**src/rtl/gost_mode_chain.sv**
```systemverilog
`default_nettype none
// +--------------------------------------------------------------------------+
// | gost_mode_chain: ECB/CBC/CFB/OFB/CTR mode engine around an external core |
// | Revision: 1.0                                                            |
// +--------------------------------------------------------------------------+
module gost_mode_chain #(
  parameter int BLOCK_W = 128,
  parameter int CTR_W   = 64
) (
  input  logic               clk,
  input  logic               reset_n,
  input  logic [2:0]         mode,
  input  logic               encrypt,
  input  logic [BLOCK_W-1:0] iv,
  input  logic               init,
  input  logic               in_valid,
  output logic               in_ready,
  input  logic [BLOCK_W-1:0] in_data,
  output logic               out_valid,
  input  logic               out_ready,
  output logic [BLOCK_W-1:0] out_data,
  output logic               core_start,
  output logic               core_dec,
  output logic [BLOCK_W-1:0] core_din,
  input  logic [BLOCK_W-1:0] core_dout,
  input  logic               core_done
);

  localparam logic [2:0] M_ECB = 3'd0;
  localparam logic [2:0] M_CBC = 3'd1;
  localparam logic [2:0] M_CFB = 3'd2;
  localparam logic [2:0] M_OFB = 3'd3;
  localparam logic [2:0] M_CTR = 3'd4;
  localparam logic [BLOCK_W-1:0] CTR_MASK = {BLOCK_W{1'b1}} >> (BLOCK_W - CTR_W);

  typedef enum logic [1:0] {IDLE, START, WAIT, OUT} state_t;

  state_t             state, state_nxt;
  logic [BLOCK_W-1:0] chain, x_reg;
  logic [2:0]         mode_reg;
  logic               enc_reg;
  logic               accept, done_hit;
  logic [BLOCK_W-1:0] din_nxt, out_nxt, chain_nxt, ctr_inc;
  logic               dec_nxt;

  always_comb begin
    in_ready   = (state == IDLE) && !init && (mode <= M_CTR);
    accept     = in_valid && in_ready;
    done_hit   = (state == WAIT) && core_done;
    core_start = (state == START);
    out_valid  = (state == OUT);
  end

  always_comb begin
    state_nxt = state;
    case (state)
      IDLE:    if (accept) state_nxt = START;
      START:   state_nxt = WAIT;
      WAIT:    if (core_done) state_nxt = OUT;
      OUT:     if (out_ready) state_nxt = IDLE;
      default: state_nxt = IDLE;
    endcase
  end

  // Core input is fixed at acceptance from the live mode/direction and chain.
  always_comb begin
    din_nxt = in_data;
    dec_nxt = 1'b0;
    case (mode)
      M_ECB: dec_nxt = ~encrypt;
      M_CBC: begin
        dec_nxt = ~encrypt;
        if (encrypt) din_nxt = in_data ^ chain;
      end
      M_CFB, M_OFB, M_CTR: din_nxt = chain;
      default: din_nxt = in_data;
    endcase
  end

  // Counter carry is masked so a wrap of the low field never reaches the nonce.
  assign ctr_inc = (chain & ~CTR_MASK) | ((chain + BLOCK_W'(1)) & CTR_MASK);

  always_comb begin
    out_nxt   = core_dout;
    chain_nxt = chain;
    case (mode_reg)
      M_CBC: begin
        if (enc_reg) begin
          chain_nxt = core_dout;
        end else begin
          out_nxt   = core_dout ^ chain;
          chain_nxt = x_reg;
        end
      end
      M_CFB: begin
        out_nxt   = x_reg ^ core_dout;
        chain_nxt = enc_reg ? (x_reg ^ core_dout) : x_reg;
      end
      M_OFB: begin
        out_nxt   = x_reg ^ core_dout;
        chain_nxt = core_dout;
      end
      M_CTR: begin
        out_nxt   = x_reg ^ core_dout;
        chain_nxt = ctr_inc;
      end
      default: out_nxt = core_dout;
    endcase
  end

  always_ff @(posedge clk) begin
    if (!reset_n) begin
      state    <= IDLE;
      chain    <= '0;
      x_reg    <= '0;
      mode_reg <= '0;
      enc_reg  <= 1'b0;
      out_data <= '0;
      core_din <= '0;
      core_dec <= 1'b0;
    end else begin
      state <= state_nxt;
      if (state == IDLE && init) chain <= iv;
      if (accept) begin
        x_reg    <= in_data;
        mode_reg <= mode;
        enc_reg  <= encrypt;
        core_din <= din_nxt;
        core_dec <= dec_nxt;
      end
      if (done_hit) begin
        out_data <= out_nxt;
        chain    <= chain_nxt;
      end
    end
  end

endmodule
`default_nettype wire
```
**config.mk**
```make
export PLATFORM = sky130hd
export DESIGN_NAME = gost_mode_chain
export DESIGN_NICKNAME = d
export VERILOG_FILES = /design/src/rtl/gost_mode_chain.sv
export SDC_FILE = /design/constraint.sdc
export NUM_CORES = 2
export LEC_CHECK = 0
export BUFFER_PORTS_ARGS = -buffer_cell sky130_fd_sc_hd__buf_2
export CAP_MARGIN = 20
export CORE_AREA = 3 3 254 256
export DETAILED_ROUTE_END_ITERATION = 16
export DIE_AREA = 0 0 257 259
export PLACE_DENSITY = 0.75
export REMOVE_ABC_BUFFERS = 1
export SYNTH_ARGS = -nofsm -noshare
export SYNTH_HDL_FRONTEND = slang
export SYNTH_SLANG_ARGS = --single-unit
```
**constraint.sdc**
```tcl
create_clock -name clk -period 4.2 [get_ports clk]
set_input_delay 0.42 -clock clk [delete_from_list [all_inputs] [get_ports clk]]
set_output_delay 0.42 -clock clk [all_outputs]
set_load 0.005 [all_outputs]
```
Word level (Yosys, flattened, before mapping)
Index checks and enable logic that the tools add are counted.
{ "totals": {"out_inout_bits": 260, "word_cells": 58, "input_bits": 394, "reg_bits": 519} }
{ "op_classes": {"n_eq_ne": 15, "bitwise_logic": 5, "n_mux": 14, "magnitude_cmp": 1, "addsub": 1, "n_reduce_logical": 14} }
{ "op_table": {"columns": ["op", "count"], "rows": [
  ["128-bit 2-to-1 mux", 6],
  ["128-bit one-hot mux with 2 select lines", 2],
  ["128-bit one-hot mux with 4 select lines", 1],
  ["128-bit XOR", 3],
  ["128-bit by 64-bit OR with 128-bit output", 1],
  ["64-bit by 1-bit adder with 64-bit output (second input constant)", 1],
  ["3-bit by 2-bit equality test with 1-bit output (second input constant)", 4],
  ["2-bit one-hot mux with 4 select lines", 1],
  ["3-bit by 1-bit equality test with 1-bit output (second input constant)", 2],
  ["3-bit equality test (second input constant)", 2],
  ["2-bit 2-to-1 mux", 3],
  ["3-bit OR reduction", 2],
  ["1-bit logical AND", 5],
  ["5-bit by 1-bit inequality test with 1-bit output (second input constant)", 1],
  ["2-bit equality test (second input constant)", 2],
  ["2-bit inequality test (second input constant)", 2],
  ["3-bit <= comparator (second input constant)", 1],
  ["3-bit zero test", 1],
  ["3-bit AND reduction", 1],
  ["2-bit by 1-bit equality test with 1-bit output (second input constant)", 1],
  ["2-bit zero test", 1],
  ["2-bit by 1-bit inequality test with 1-bit output (second input constant)", 1],
  ["2-bit AND reduction", 1],
  ["2-bit nonzero test", 1],
  ["other kinds (4)", 4]
]} }

Logic depth before layout (Yosys ltp)
{ "logic_depth": {"depth_word": 6, "mapped_depth": 12, "mapped_depth_nobuf": 8} }

Worst setup path before layout
No wires, ideal clock.
{ "synth_path": {"path_type": "register -> register", "startpoint": "reg chain[1]", "endpoint": "reg chain[59]", "path_stages_with_launch": 10, "setup_time_ns": 0.062, "arrival_time_ns": 2.625, "path_slack_ns": 1.513, "required_time_ns": 4.138, "path_buffers": 3, "period_less_slack_ns": 2.687, "cell_sequence": "dfxtp_1 > buf_2 > and3_1 > or4b_1 > buf_2 > or4b_1 > buf_2 > or3_1 > or4_1 > nand3_1"} }
{ "synth_via": {"elab_chain_cells": 4} }
{ "synth_rtl": {"columns": ["element", "line_no", "source"], "rows": [
  ["start, declared", "39", "logic [BLOCK_W-1:0] chain, x_reg;"],
  ["start signal, assigned", "123", "if (state == IDLE && init) chain <= iv;"],
  ["start signal, assigned", "133", "chain <= chain_nxt;"],
  ["64-bit by 1-bit adder with 64-bit output", "81", "assign ctr_inc = (chain & ~CTR_MASK) | ((chain + BLOCK_W'(1)) & CTR_MASK);"],
  ["128-bit by 64-bit OR with 128-bit output", "81", null],
  ["128-bit one-hot mux with 4 select lines", "86", "case (mode_reg)"],
  ["128-bit 2-to-1 mux", "131", "if (done_hit) begin"]
]} }
No other way between the ends.
A chain may end at the register's enable or synchronous reset.

Final worst setup path
{ "layout_path": {"startpoint": "reg chain[0]", "endpoint": "reg chain[54]"} }
The elaborated chain is that of the path after synthesis.

==> key figures <==
Yosys
  • Synth Instances: 4,589
  • Average instance area after synthesis: 6.96 um2
  • Post-synth ARST share: 0%
  • Synth Register Bits: 519
  • Ys flop type: dfxtp_1
  • Register area share after synthesis: 32.5%
  • EDFF count, synth: 0
  • Synth warn: 0
  • Synth cell types: 72
  • Synthesized cell area: 31,900 um2

Global route
  • GR Util All Layers: 38.5%
  • Largest net degree at the start of global routing: 166
  • Initial antenna violation count: 60
  • Vias in the first global route: 33,900
  • GRT Residual Overflow: 0
  • First-pass GRT wire length: 204,000 um

Setup path
  • Critical path launch point type: register
  • Crit-path cells: ha_1 -> nand3_1 -> or4_1 -> nor4_2 -> nand4_1 -> xor2_1 -> o32ai_1
  • Buf/Inv on CP: 0
  • CP Capture Type: register
  • Required time worst endpoint: 4.74 ns
  • Kind of critical path: register to register
  • CP max FO: 12
  • Reg2reg end: chain[54]
  • Worst R2R Start: chain[0]
  • Max stage delay on crit path: 0.72 ns
  • Critical Path AT: 3.77 ns
  • R2R cell count: 7
  • Crit-path leading delay family: simple AND/OR/NAND/NOR gates
  • Slowest stage cell, crit path: or4_1
  • Register-to-register setup slack: 0.97 ns

Route
  • Wire per inst: 23.4 um
  • DR pass1 iterations: 6
  • Vias per cell: 6.50
  • Antenna Nets Post-Route: 0
  • DRC Markers: 0
  • 1st-iter DRT viols: 5,097
  • Via count: 38,000
  • Drt total wl: 137,000 um

Clock network
  • Setup Buffers After CTS: 0
  • Post-CTS sizing: 0
  • Num CTS Buffers: 59
  • Clk pin slew, worst setup/hold paths: 0.07 ns
  • # hold bufs at CTS: 0
  • Clk sinks: 519
  • TritonCTS clock tree: built
  • H-tree Lvls: 2
  • Longest Clk Path Bufs: 3
  • Root Driver: clkbuf_16
  • Clk Latency, worst-skew pair: 0.64 ns

Timing
  • Min Tclk post-route: 3.23 ns
  • Fmax: 0.310 GHz
  • Worst-margin pin slew: 1.11 ns
  • Final Max Slew Viols: 0
  • RSZ-0062 raised after global routing: no
  • Fin crit share: 76.9%
  • Endpoints failing hold: 0
  • Slew margin rel.: 25.5%
  • Final setup viols: 0
  • Final Skew: 0.0316 ns

Hold path
  • Hold path startpoint: in_data[53]
  • Worst Hold End: x_reg[53]
  • Hold Path Stages: 3
  • Hold crit path type: input port to register

Layout
  • Filler Cell Count: 5,978
  • Final core utilization: 59.9%
  • Layout cells sized above 1: 17.4%
  • Area Growth Syn to Fin: 17.6%
  • Final non-filler cell total: 5,851
  • Net count, final: 5,310

Run
  • Max_cap viols: 0

Die
  • Initial core utilization: 50.9%
  • Boundary Pins: 654
  • Die Width: 257 um
  • Die height: 259 um
  • Core area: 62,700 um2
  • Die Footprint: 66,600 um2
  • Rows: 92

Place
  • Total placed cells including tap cells: 5,693
  • Gpl congestion: 0.952
  • Buffers on Ports: 653
  • Post-detail-place hpwl: 86,500 um

Power and ir drop
  • Pint: 10,600 uW
  • Leakage: 0.0136 uW
  • Combinational power share: 29.9%
  • Clock Power Share: 31.2%
  • Seq pwr share: 38.9%
  • Switching power share of the total: 38.0%
  • Pwr Density: 454 nW/um2
  • Maximum vdd ir drop: 0.319 mV
  • Sw Pwr: 6480 uW

Run status
  • Status: finished clean
==> power by group through the flow <==
stage / registers [uW] / clock network [uW] / logic, uW
floorplan: 6510 / 0 / 3070
global placement: 6650 / 0 / 4850
detailed placement: 6680 / 0 / 4940
CTS: 6580 / 5350 / 4970
global route: 6730 / 5540 / 5520
finish: 6630 / 5320 / 5100
==> worst max path at each step <==
stage | from | endpoint | slack, ns | cells past startpoint
after global routing | chain[0] | chain[54] | 0.84 | 7
after global placement | chain[2] | chain[59] | 1.09 | 6
after CTS | chain[2] | chain[59] | 1.05 | 6
final | chain[0] | chain[54] | 0.97 | 7
after detailed placement | chain[2] | chain[59] | 1.07 | 6
after floorplan | mode_reg[2] | chain[9] | -13.92 | 5
==> area by class of cell <==
type                            count  area [um2]  area share [%]
Multi-Input combinational cell   3579       19800            52.8
Sequential cell                   519       10400            27.7
Timing Repair Buffer              731        4120            11.0
Clock buffer                       91        1740            4.63
Tap cell                          846        1060            2.82
Clock inverter                     16         193           0.513
Antenna cell                       49         123           0.327
Inverter                           20        82.6           0.220
==> synthesized netlist by cell type, drive strengths merged (18+ instances only) <==
master	instances	area (um2)
a211o	40	350
a21oi	444	2220
a221oi	134	1170
a22o	36	315
a22oi	130	976
a311oi	24	210
a31oi	36	225
buf	40	174
clkbuf	431	1620
dfxtp	519	10400
inv	20	75.1
mux2i	39	390
nand2	698	2620
nand3	321	1610
nand4	24	171
nor2	256	961
nor2b	134	838
nor3	149	746
o21ai	729	3650
o311a	34	340
xnor2	136	1190
xor2	18	158
==> layout by cell type (no fill, tap or decap), types with 39 or more instances in the layout <==
master / n
a211o_1: 40
a21oi_1: 442
a221oi_1: 134
a22oi_1: 130
buf_2: 652
buf_4: 57
clkbuf_16: 60
dfxtp_1: 515
diode_2: 49
mux2i_1: 39
nand2_1: 695
nand3_1: 318
nor2_1: 253
nor2b_1: 132
nor3_1: 147
o21ai_0: 727
xnor2_1: 136
==> worst register-to-register path, stage by stage, from the launching register on <==
cell and delay, ns:
dfxtp_1 0.59, ha_1 0.34, nand3_1 0.14, or4_1 0.72, nor4_2 0.73, nand4_1 0.21, xor2_1 0.19, o32ai_1 0.22
==> metal layers <==
layer	routed length, um	share of wire [%]	GRT usage [%]
met1	51600	38	48.9
met2	60900	44	60.0
met3	16200	12	8.96
met4	7890	5.8	22.6
met5	195	0.14	0
==> through the flow <==
step / hold WS, ns / power, uW / cell area [um2] / setup WS [ns] / TNS (ns)
6_report: 0.0396 / 17000 / 37600 / 0.972 / 0
5_1_grt: 0.0308 / 17800 / 37500 / 0.839 / 0
4_1_cts: 0.0101 / 16900 / 37400 / 1.05 / 0
3_5_place_dp: 0.456 / 11600 / 35500 / 1.07 / 0
3_3_place_gp: 0.447 / 11500 / 35500 / 1.09 / 0
2_1_floorplan: 0.466 / 9580 / 30100 / -13.92 / -3355.13
==> logic make-up after synthesis <==
logic type	count (synthesis)	synth area share, %
AOI/OAI and AO/OA	1711	32.2
and+or+nand+nor	1668	23.7
DFF	519	32.5
buffers and inverters	491	5.85
xor gates and xnor gates	154	4.23
muxes	40	1.26
adders and majority gates	6	0.235
Note: power is estimated with default switching activity, not from simulation.
